==> src/rtl/sonar_ranger_if.sv <==
// Purpose: groups the sonar ranger ping-request, echo input and result signals.
// Ports: start/echo are driven by the processor side and the sonar pin; trig, busy, valid, timeout, echo_cycles are returned.
// Modports: master = processor/testbench side, slave = ranger core.
interface sonar_ranger_if;
  logic        start;
  logic        echo;
  logic        trig;
  logic        busy;
  logic        valid;
  logic        timeout;
  logic [31:0] echo_cycles;

  modport master (
    output start,
    output echo,
    input  trig,
    input  busy,
    input  valid,
    input  timeout,
    input  echo_cycles
  );

  modport slave (
    input  start,
    input  echo,
    output trig,
    output busy,
    output valid,
    output timeout,
    output echo_cycles
  );
endinterface

==> src/rtl/sonar_ranger.sv <==
// Purpose: ultrasonic ranger controller; fires a trigger pulse, measures the echo width in clock cycles.
// Latency: trig rises 1 cycle after start; result 1 cycle after echo falls (plus 2-flop echo sync); no backpressure, start ignored while busy.
// Ports: CLK100MHZ, CPU_RESETN (sync, active-low), bus = sonar_ranger_if.slave (start/echo in, trig/busy/valid/timeout/echo_cycles out).
module sonar_ranger #(
  parameter logic [31:0] TRIG_CYCLES    = 32'd1000,
  parameter logic [31:0] TIMEOUT_CYCLES = 32'd3000000,
  parameter logic [31:0] HOLDOFF_CYCLES = 32'd6000000
) (
  input  logic           CLK100MHZ,
  input  logic           CPU_RESETN,
  sonar_ranger_if.slave  bus
);

  typedef enum logic [2:0] {
    IDLE      = 3'd0,
    TRIG      = 3'd1,
    WAIT_RISE = 3'd2,
    MEASURE   = 3'd3,
    HOLDOFF   = 3'd4
  } state_t;

  state_t      r_state;
  state_t      w_state_nxt;
  logic [31:0] r_cnt;
  logic [31:0] w_cnt_nxt;
  logic        r_valid;
  logic        w_valid_nxt;
  logic        r_timeout;
  logic        w_timeout_nxt;
  logic [31:0] r_echo_cycles;
  logic [31:0] w_echo_cycles_nxt;

  // echo is asynchronous to the core clock: r_echo_m is the metastability
  // stage, r_echo_s the usable copy, r_echo_prev its one-cycle history.
  logic        r_echo_m;
  logic        r_echo_s;
  logic        r_echo_prev;
  logic        w_rise;

  assign w_rise = r_echo_s & ~r_echo_prev;

  always_ff @(posedge CLK100MHZ) begin
    if (!CPU_RESETN) begin
      r_state       <= IDLE;
      r_cnt         <= 32'd0;
      r_valid       <= 1'b0;
      r_timeout     <= 1'b0;
      r_echo_cycles <= 32'd0;
      r_echo_m      <= 1'b0;
      r_echo_s      <= 1'b0;
      r_echo_prev   <= 1'b0;
    end else begin
      r_state       <= w_state_nxt;
      r_cnt         <= w_cnt_nxt;
      r_valid       <= w_valid_nxt;
      r_timeout     <= w_timeout_nxt;
      r_echo_cycles <= w_echo_cycles_nxt;
      r_echo_m      <= bus.echo;
      r_echo_s      <= r_echo_m;
      r_echo_prev   <= r_echo_s;
    end
  end

  // One shared counter: trigger length, echo wait, echo width and holdoff
  // are never timed at the same time.
  always_comb begin
    w_state_nxt       = r_state;
    w_cnt_nxt         = r_cnt;
    w_valid_nxt       = 1'b0;
    w_timeout_nxt     = r_timeout;
    w_echo_cycles_nxt = r_echo_cycles;

    case (r_state)
      IDLE: begin
        if (bus.start) begin
          w_state_nxt = TRIG;
          w_cnt_nxt   = 32'd0;
        end
      end

      TRIG: begin
        if (r_cnt == TRIG_CYCLES - 32'd1) begin
          w_state_nxt = WAIT_RISE;
          w_cnt_nxt   = 32'd0;
        end else begin
          w_cnt_nxt = r_cnt + 32'd1;
        end
      end

      WAIT_RISE: begin
        // A rise seen in the last allowed wait cycle still counts.
        if (w_rise) begin
          w_state_nxt = MEASURE;
          w_cnt_nxt   = 32'd1;
        end else if (r_cnt == TIMEOUT_CYCLES - 32'd1) begin
          w_state_nxt       = HOLDOFF;
          w_cnt_nxt         = 32'd0;
          w_valid_nxt       = 1'b1;
          w_timeout_nxt     = 1'b1;
          w_echo_cycles_nxt = TIMEOUT_CYCLES;
        end else begin
          w_cnt_nxt = r_cnt + 32'd1;
        end
      end

      MEASURE: begin
        // Falling edge is tested first so a fall on the limit cycle
        // reports a normal width of TIMEOUT_CYCLES.
        if (!r_echo_s) begin
          w_state_nxt       = HOLDOFF;
          w_cnt_nxt         = 32'd0;
          w_valid_nxt       = 1'b1;
          w_timeout_nxt     = 1'b0;
          w_echo_cycles_nxt = r_cnt;
        end else if (r_cnt == TIMEOUT_CYCLES) begin
          w_state_nxt       = HOLDOFF;
          w_cnt_nxt         = 32'd0;
          w_valid_nxt       = 1'b1;
          w_timeout_nxt     = 1'b1;
          w_echo_cycles_nxt = TIMEOUT_CYCLES;
        end else begin
          w_cnt_nxt = r_cnt + 32'd1;
        end
      end

      HOLDOFF: begin
        if (r_cnt == HOLDOFF_CYCLES - 32'd1) begin
          w_state_nxt = IDLE;
          w_cnt_nxt   = 32'd0;
        end else begin
          w_cnt_nxt = r_cnt + 32'd1;
        end
      end

      default: begin
        w_state_nxt = IDLE;
        w_cnt_nxt   = 32'd0;
      end
    endcase
  end

  // trig decodes straight from the state register so a reset drops it on
  // the same edge that returns the FSM to IDLE.
  assign bus.trig        = (r_state == TRIG);
  assign bus.busy        = (r_state != IDLE);
  assign bus.valid       = r_valid;
  assign bus.timeout     = r_timeout;
  assign bus.echo_cycles = r_echo_cycles;

endmodule

==> src/flat_wrapper.sv <==
// flat-port wrapper written by rule: the top's interface ports become plain ports
module sonar_ranger_flat 
#(
  parameter logic [31:0] TRIG_CYCLES    = 32'd1000,
  parameter logic [31:0] TIMEOUT_CYCLES = 32'd3000000,
  parameter logic [31:0] HOLDOFF_CYCLES = 32'd6000000
)
  (CLK100MHZ, CPU_RESETN, bus_start, bus_echo, bus_trig, bus_busy, bus_valid, bus_timeout, bus_echo_cycles);
  sonar_ranger_if bus_i ();
  input  logic CLK100MHZ;
  input  logic CPU_RESETN;
  input wire logic [$bits(bus_i.start)-1:0] bus_start;
  input wire logic [$bits(bus_i.echo)-1:0] bus_echo;
  output wire logic [$bits(bus_i.trig)-1:0] bus_trig;
  output wire logic [$bits(bus_i.busy)-1:0] bus_busy;
  output wire logic [$bits(bus_i.valid)-1:0] bus_valid;
  output wire logic [$bits(bus_i.timeout)-1:0] bus_timeout;
  output wire logic [$bits(bus_i.echo_cycles)-1:0] bus_echo_cycles;
  assign bus_i.start = bus_start;
  assign bus_i.echo = bus_echo;
  assign bus_trig = bus_i.trig;
  assign bus_busy = bus_i.busy;
  assign bus_valid = bus_i.valid;
  assign bus_timeout = bus_i.timeout;
  assign bus_echo_cycles = bus_i.echo_cycles;
  sonar_ranger #(.TRIG_CYCLES(TRIG_CYCLES), .TIMEOUT_CYCLES(TIMEOUT_CYCLES), .HOLDOFF_CYCLES(HOLDOFF_CYCLES)) u_core (.CLK100MHZ(CLK100MHZ), .CPU_RESETN(CPU_RESETN), .bus(bus_i));
endmodule
==> config.mk <==
export PLATFORM = sky130hd
export DESIGN_NAME = sonar_ranger_flat
export DESIGN_NICKNAME = d
export VERILOG_FILES = /design/src/rtl/sonar_ranger_if.sv /design/src/rtl/sonar_ranger.sv /design/src/flat_wrapper.sv
export SDC_FILE = /design/constraint.sdc
export NUM_CORES = 1
export LEC_CHECK = 0
export CORE_ASPECT_RATIO = 1.1
export CORE_MARGIN = 4
export CORE_UTILIZATION = 50
export DETAILED_ROUTE_END_ITERATION = 12
export PLACE_DENSITY = 0.77
export SYNTH_ARGS = -nofsm -noshare
export SYNTH_HDL_FRONTEND = slang
export SYNTH_SLANG_ARGS = --single-unit
export TNS_END_PERCENT = 30
==> constraint.sdc <==
create_clock -name CLK100MHZ -period 2.95 [get_ports CLK100MHZ]
set_clock_uncertainty 0.05 [all_clocks]
set_input_delay 0.59 -clock CLK100MHZ [delete_from_list [all_inputs] [get_ports CLK100MHZ]]
set_output_delay 0.59 -clock CLK100MHZ [all_outputs]
set_load 0.03 [all_outputs]
==> results of run 1 <==
[routing by layer]
| layer | global-route usage | up-vias |
|---|---|---|
| li1 | - | 1532 |
| met1 | 0.307 | 1531 |
| met2 | 0.353 | 130 |
| met3 | 0.0506 | 20 |
| met4 | 0.104 | 0 |
| met5 | 0 | - |
[through the flow]
step	std cells	power, W	area [um2]
after floorplan	386	0.00144	3420
after detailed placement	500	0.00164	3950
after CTS	516	0.00243	4160
after global routing	516	0.00252	4160
after global placement	500	0.00162	3950
final	516	0.00243	4160
[logic make-up after synthesis]
group	after synthesis
AOI/OAI and AO/OA	92
xor gates and xnor gates	13
adders and majority gates	3
buffers and inverters	39
DFF	72
and+or+nand+nor	167
[layout make-up]
cell class              instances  area share
multi-input cells             275       0.437
flip-flops and latches         72       0.346
repair buffers                 62       0.134
clock buffers                  10      0.0331
well taps                      82      0.0247
clock inverters                 6      0.0165
inverters                       9     0.00812
[cell usage in the layout, fill, tap and decap left out, types with 4 or more instances in the layout]
master,instances
a21oi_1,8
a31oi_1,4
a32o_1,22
and2_1,8
and3_1,5
buf_4,23
clkbuf_8,10
clkdlybuf4s50_1,38
dfxtp_1,72
inv_1,9
nand2_1,33
nand2b_1,4
nand3_1,23
nand4_1,12
nor2_1,34
nor2b_1,4
nor3_1,9
nor4_1,6
o2111ai_1,6
o211ai_1,11
o21ai_0,5
o221a_1,10
o22ai_1,5
or2_2,4
or3_1,4
xnor2_1,6
xor2_1,7
[path summary, 6_finish.rpt]
| path | slack (ns) | endpoint | start | cells after the start |
|---|---|---|---|---|
| max | 0.14 | bus_trig | u_core.r_state[0] | 3 |
| min | 0.39 | u_core.r_echo_s | u_core.r_echo_m | 1 |
| max reg2reg | 0.17 | u_core.r_cnt[17] | u_core.r_cnt[0] | 7 |
| min reg2reg | 0.39 | u_core.r_echo_s | u_core.r_echo_m | 1 |
[power by group through the flow]
stage	Sequential [W]	Combinational [W]	Clock, W
2_1_floorplan	0.00109	0.000352	0
3_3_place_gp	0.00107	0.000550	0
3_5_place_dp	0.00108	0.000560	0
4_1_cts	0.00106	0.000562	0.000814
5_1_grt	0.00106	0.000607	0.000853
6_report	0.00106	0.000565	0.000809
[critical path, stage by stage (launching register included)]
cell and delay (ns):
dfxtp_1 0.56, or3b_2 0.53, inv_1 0.07, clkdlybuf4s50_1 0.66
[registers in the layout, indices dropped and copies added, names as in the netlist]
name	cells
u_core.bus.echo_cycles	32
u_core.r_cnt	32
u_core.r_state	3
u_core.bus.timeout	1
u_core.bus.valid	1
u_core.r_echo_m	1
u_core.r_echo_prev	1
u_core.r_echo_s	1
==> impl_metrics.ini, run 1 <==
[job]
drv_cap = 0

[final_layout]
area_growth_pct = 21.8
num-fill-cells = 570
diodes = 0
drive_gt1_frac = 0.129
postLayoutCoreUtil = 0.627
seqCellArea_um2 = 1440
multi_input_area_um2 = 1820
nets = 436

[grt]
grt_overflow_total = 0
grt_pass1_wl_um = 14800
track_usage = 0.230
antenna_found_initial = 0
grt_start_max_net_pins = 56
grt_pass1_vias = 2984

[cts]
ctsHoldBuffers = 0
cts_max_path_buffers = 2
numCtsBuffers = 9
postCtsSetupBuffers = 0
cts_tree = done
clk_pin_slew_ns = 0.08
cts_root_buf = clkbuf_8
cts_max_level = 3
cts.sinks = 72
cts_resized = 0
insertion_delay_ns = 0.35

[sta]
finalCritPeriodShare = 0.954
fmaxAchievable_ghz = 0.355
min_period_ns = 2.81
tightest_slew_ns = 0.896
tns_ns = 0
fin_ws_ns = 0.136
hold_viol = 0
setup_viol = 0
rsz0062_at_grt = false
relSlewSlack = 0.402
finalHoldWorstSlack_ns = 0.387
finalMaxSlewViolations = 0

[logic_synthesis]
synth_edf_count = 0
synth_nets = 393
synth_area_um2 = 3420
synth-xor-area-share = 0.0333
ys_top_cells_by_area = dfxtp_1 (42%), a32o_1 (6.4%), nor2_1 (3.7%)
synth_top_area_share = 0.422
muxShareOfSynthArea = 0
syn_avg_cell_area_um2 = 8.85
synth-compound-area-share = 0.221
yosys.area.top_type = dfxtp_1
synthCells = 386
yosysSeqAreaShare = 0.422
synth-seq-cells = 72
synth_top_flop_cell = dfxtp_1
yosysWarnings = 0
synthAdderAreaFrac = 0.0110
synth_cell_types = 54
async_flop_share = 0
yosysMostFrequentCell = dfxtp_1
synthSimpleGateAreaFrac = 0.264
synth_top_family_by_area = simple AND/OR/NAND/NOR gates
synth_common_cells = dfxtp_1 (72), nor2_1 (34), nand2_1 (33), clkbuf_1 (24), nand3_1 (23)

[placed_design]
dp_slack_ns = 0.208
routabilityCongestion = 0.928
hpwl_um = 6240
portBuffers = 39

[setup_path]
worst-endpoint-arrival_ns = 2.17
crit_type = reg2out
end_kind = output pin
path_max_fanout = 13
startpoint_type = register
critPathRequiredTime_ns = 2.31

[drt]
met2_length_um = 4080
met1_length_um = 4210
drc = 0
drt_iter0_drc = 284
num_vias = 3213
highest_layer = met4
wl_met3_um = 525
viasPerCell = 6.23
wl_um = 9030
dr.pass1.iters = 5
ant_nets = 0
wire_per_inst_um = 17.5

[power_and_ir_drop]
p_sw_frac = 0.336
seqPwrFrac = 0.434
leakage_nw = 1.42
vdd_drop_max_uv = 453
combPwrFrac = 0.233
power_density_nw_per_um2 = 584
p_sw_w = 0.000816
p_int_w = 0.00161
p_clk_frac = 0.333

[floorplan]
dieArea_um2 = 8220
die_h_um = 94.7
ioPinCount = 40
rows = 31
design.core.area_um2 = 6630
fp.dieW_um = 86.8
start_util = 0.515

[run_status]
outcome = finished clean

[min_path]
hold_path_class = reg2reg
Power figures use the tool's default switching activity.
==> run 2, diff against run 1 <==
Settings changed: HOLD_SLACK_MARGIN from default to 0.15, REMOVE_ABC_BUFFERS from default to 1.
==> run 2 against run 1 <==
Non-clock buffer count decreased by 7; worst setup slack improved by 0.028 ns; sequential cell count stayed put; register-to-register slack better by 0.03 ns; power is 7.1% higher; combinational power is 1% higher; sequential power about the same; via count decreased by 0.12%; largest cell class unchanged; clock power up 21%; critical path depth did not move; maximum frequency rose by 1.0%.
==> impl_metrics.ini, run 2 (synthesized netlist as in run 1, its figures left out) <==
[power_and_ir_drop]
combPwrFrac = 0.220
leakage_nw = 1.41
vdd_drop_max_uv = 367
seqPwrFrac = 0.405
p_sw_frac = 0.302
p_sw_w = 0.000786
power_density_nw_per_um2 = 625
p_clk_frac = 0.375
p_int_w = 0.00182

[min_path]
whs_endpoint = u_core.r_echo_s
hp-start = u_core.r_echo_m
hold_path_class = reg2reg
holdPathStages = 1

[floorplan]
dieArea_um2 = 8220
rows = 31
fp.dieW_um = 86.8
ioPinCount = 40
start_util = 0.515
design.core.area_um2 = 6630
die_h_um = 94.7

[sta]
setup_viol = 0
finalCritPeriodShare = 0.944
finalMaxSlewViolations = 0
fmaxAchievable_ghz = 0.359
tightest_slew_ns = 0.662
relSlewSlack = 0.559
hold_viol = 0
rsz0062_at_grt = false
min_period_ns = 2.79
tns_ns = 0

[cts]
numCtsBuffers = 9
cts_resized = 0
cts_tree = done
cts_max_path_buffers = 2
insertion_delay_ns = 0.35
cts_max_level = 3
postCtsSetupBuffers = 0
clk_pin_slew_ns = 0.07
ctsHoldBuffers = 0
cts.sinks = 72
cts_root_buf = clkbuf_8

[setup_path]
cpLargestDelayFamily = buffers and inverters
end_kind = output pin
worst-endpoint-arrival_ns = 2.15
path_max_fanout = 13
crit_type = reg2out
rrSetupSlack_ns = 0.20
path_buf_inv = 2
critPathRequiredTime_ns = 2.31
cpPeakStageDelay_ns = 0.66
cp_cell_sequence = or3b_2, inv_1, clkdlybuf4s50_1
reg2reg_from = u_core.r_cnt[0]
r2r_cells = 7
rr_endpoint = u_core.bus.echo_cycles[26]
startpoint_type = register
cpMaxStageDelayCell = clkdlybuf4s50_1

[grt]
track_usage = 0.217
grt_pass1_wl_um = 14100
antenna_found_initial = 0
grt_start_max_net_pins = 56
grt_overflow_total = 0
grt_pass1_vias = 2863

[placed_design]
hpwl_um = 5870
routabilityCongestion = 0.957
post_dp_cell_area_um2 = 3910
portBuffers = 39

[final_layout]
area_growth_pct = 21.9
num-fill-cells = 562
diodes = 0
seqCellArea_um2 = 1440
postLayoutCellArea_um2 = 4160
drive_gt1_frac = 0.112
final_common_cell = dfxtp_1
final_cell_mix = dfxtp_1 (72), clkdlybuf4s50_1 (38), nor2_1 (34), nand2_1 (33), nand3_1 (23)
multi_input_area_um2 = 1810
nets = 429

[drt]
dr.pass1.iters = 5
drc = 0
viasPerCell = 6.30
wl_um = 8570
ant_nets = 0
wire_per_inst_um = 16.8
drt_iter0_drc = 263
num_vias = 3209

[run_status]
outcome = finished clean

[job]
drv_cap = 0
-- run 2: cell types whose count changed in the layout (fill, tap and decap cells not counted) --
cell,previous run,this run
bufinv_16,1,3
buf_12,0,1
a21oi_1,8,9
a21oi_2,1,0
clkbuf_8,10,11
clkinv_4,3,0
buf_4,23,15
-- run 2: stage by stage --
| stage | util | worst slack [ns] | hold slack [ns] | power, W | instances |
|---|---|---|---|---|---|
| finish | 0.628 | 0.164 | 0.399 | 0.00260 | 509 |
| detailed placement | 0.590 | 0.231 | 0.374 | 0.00164 | 493 |
| global placement | 0.590 | 0.300 | 0.376 | 0.00163 | 493 |
| global route | 0.628 | 0.0718 | 0.427 | 0.00270 | 509 |
| floorplan | - | 0.0648 | 0.362 | 0.00140 | 356 |
| CTS | 0.628 | 0.156 | 0.401 | 0.00261 | 509 |
-- run 2: power by group through the flow --
stage / combinational, W / sequential [W] / clock (W)
after floorplan: 0.000302 / 0.00110 / 0
after global placement: 0.000560 / 0.00107 / 0
after detailed placement: 0.000564 / 0.00108 / 0
after CTS: 0.000567 / 0.00105 / 0.000985
after global routing: 0.000614 / 0.00106 / 0.00103
final: 0.000571 / 0.00105 / 0.000976
-- run 2: worst reg2reg max path: stages (launching register included) --
cell	delay [ns]
dfxtp_1	0.45
ha_1	0.21
nand3_1	0.15
or4_1	0.56
or3_4	0.41
a211o_1	0.30
buf_4	0.21
a32o_1	0.30
-- run 2: layer usage --
| layer | global-route usage | up-vias | routed length [um] | share of wire |
|---|---|---|---|---|
| li1 | - | 1525 | - | - |
| met1 | 0.302 | 1552 | 4020 | 0.47 |
| met2 | 0.339 | 114 | 3950 | 0.46 |
| met3 | 0.0340 | 18 | 442 | 0.052 |
| met4 | 0.0818 | 0 | 157 | 0.018 |
| met5 | 0 | - | 0 | 0 |
-- run 2: area by class of cell --
class,instances,area share
tap,82,0.0246
clock inverter,5,0.0246
inverter,9,0.00811
multi-input combinational,275,0.436
sequential,72,0.346
timing repair buffer,55,0.124
clock buffer,11,0.0364
-- run 2: worst max-delay path by stage --
stage | to | from | cells after the start
after global routing | bus_trig | u_core.r_state[0] | 3
after detailed placement | u_core.bus.echo_cycles[26] | u_core.r_cnt[30] | 7
final | bus_trig | u_core.r_state[0] | 3
after global placement | u_core.bus.echo_cycles[26] | u_core.r_cnt[30] | 7
after floorplan | u_core.r_cnt[3] | u_core.r_cnt[30] | 6
after CTS | bus_trig | u_core.r_state[0] | 3
==> run 3, diff against run 2 <==
Settings changed: CAP_MARGIN from default to 20.
==> results of run 3 <==
Final layout, timing and power as in run 2 (identical DEF).
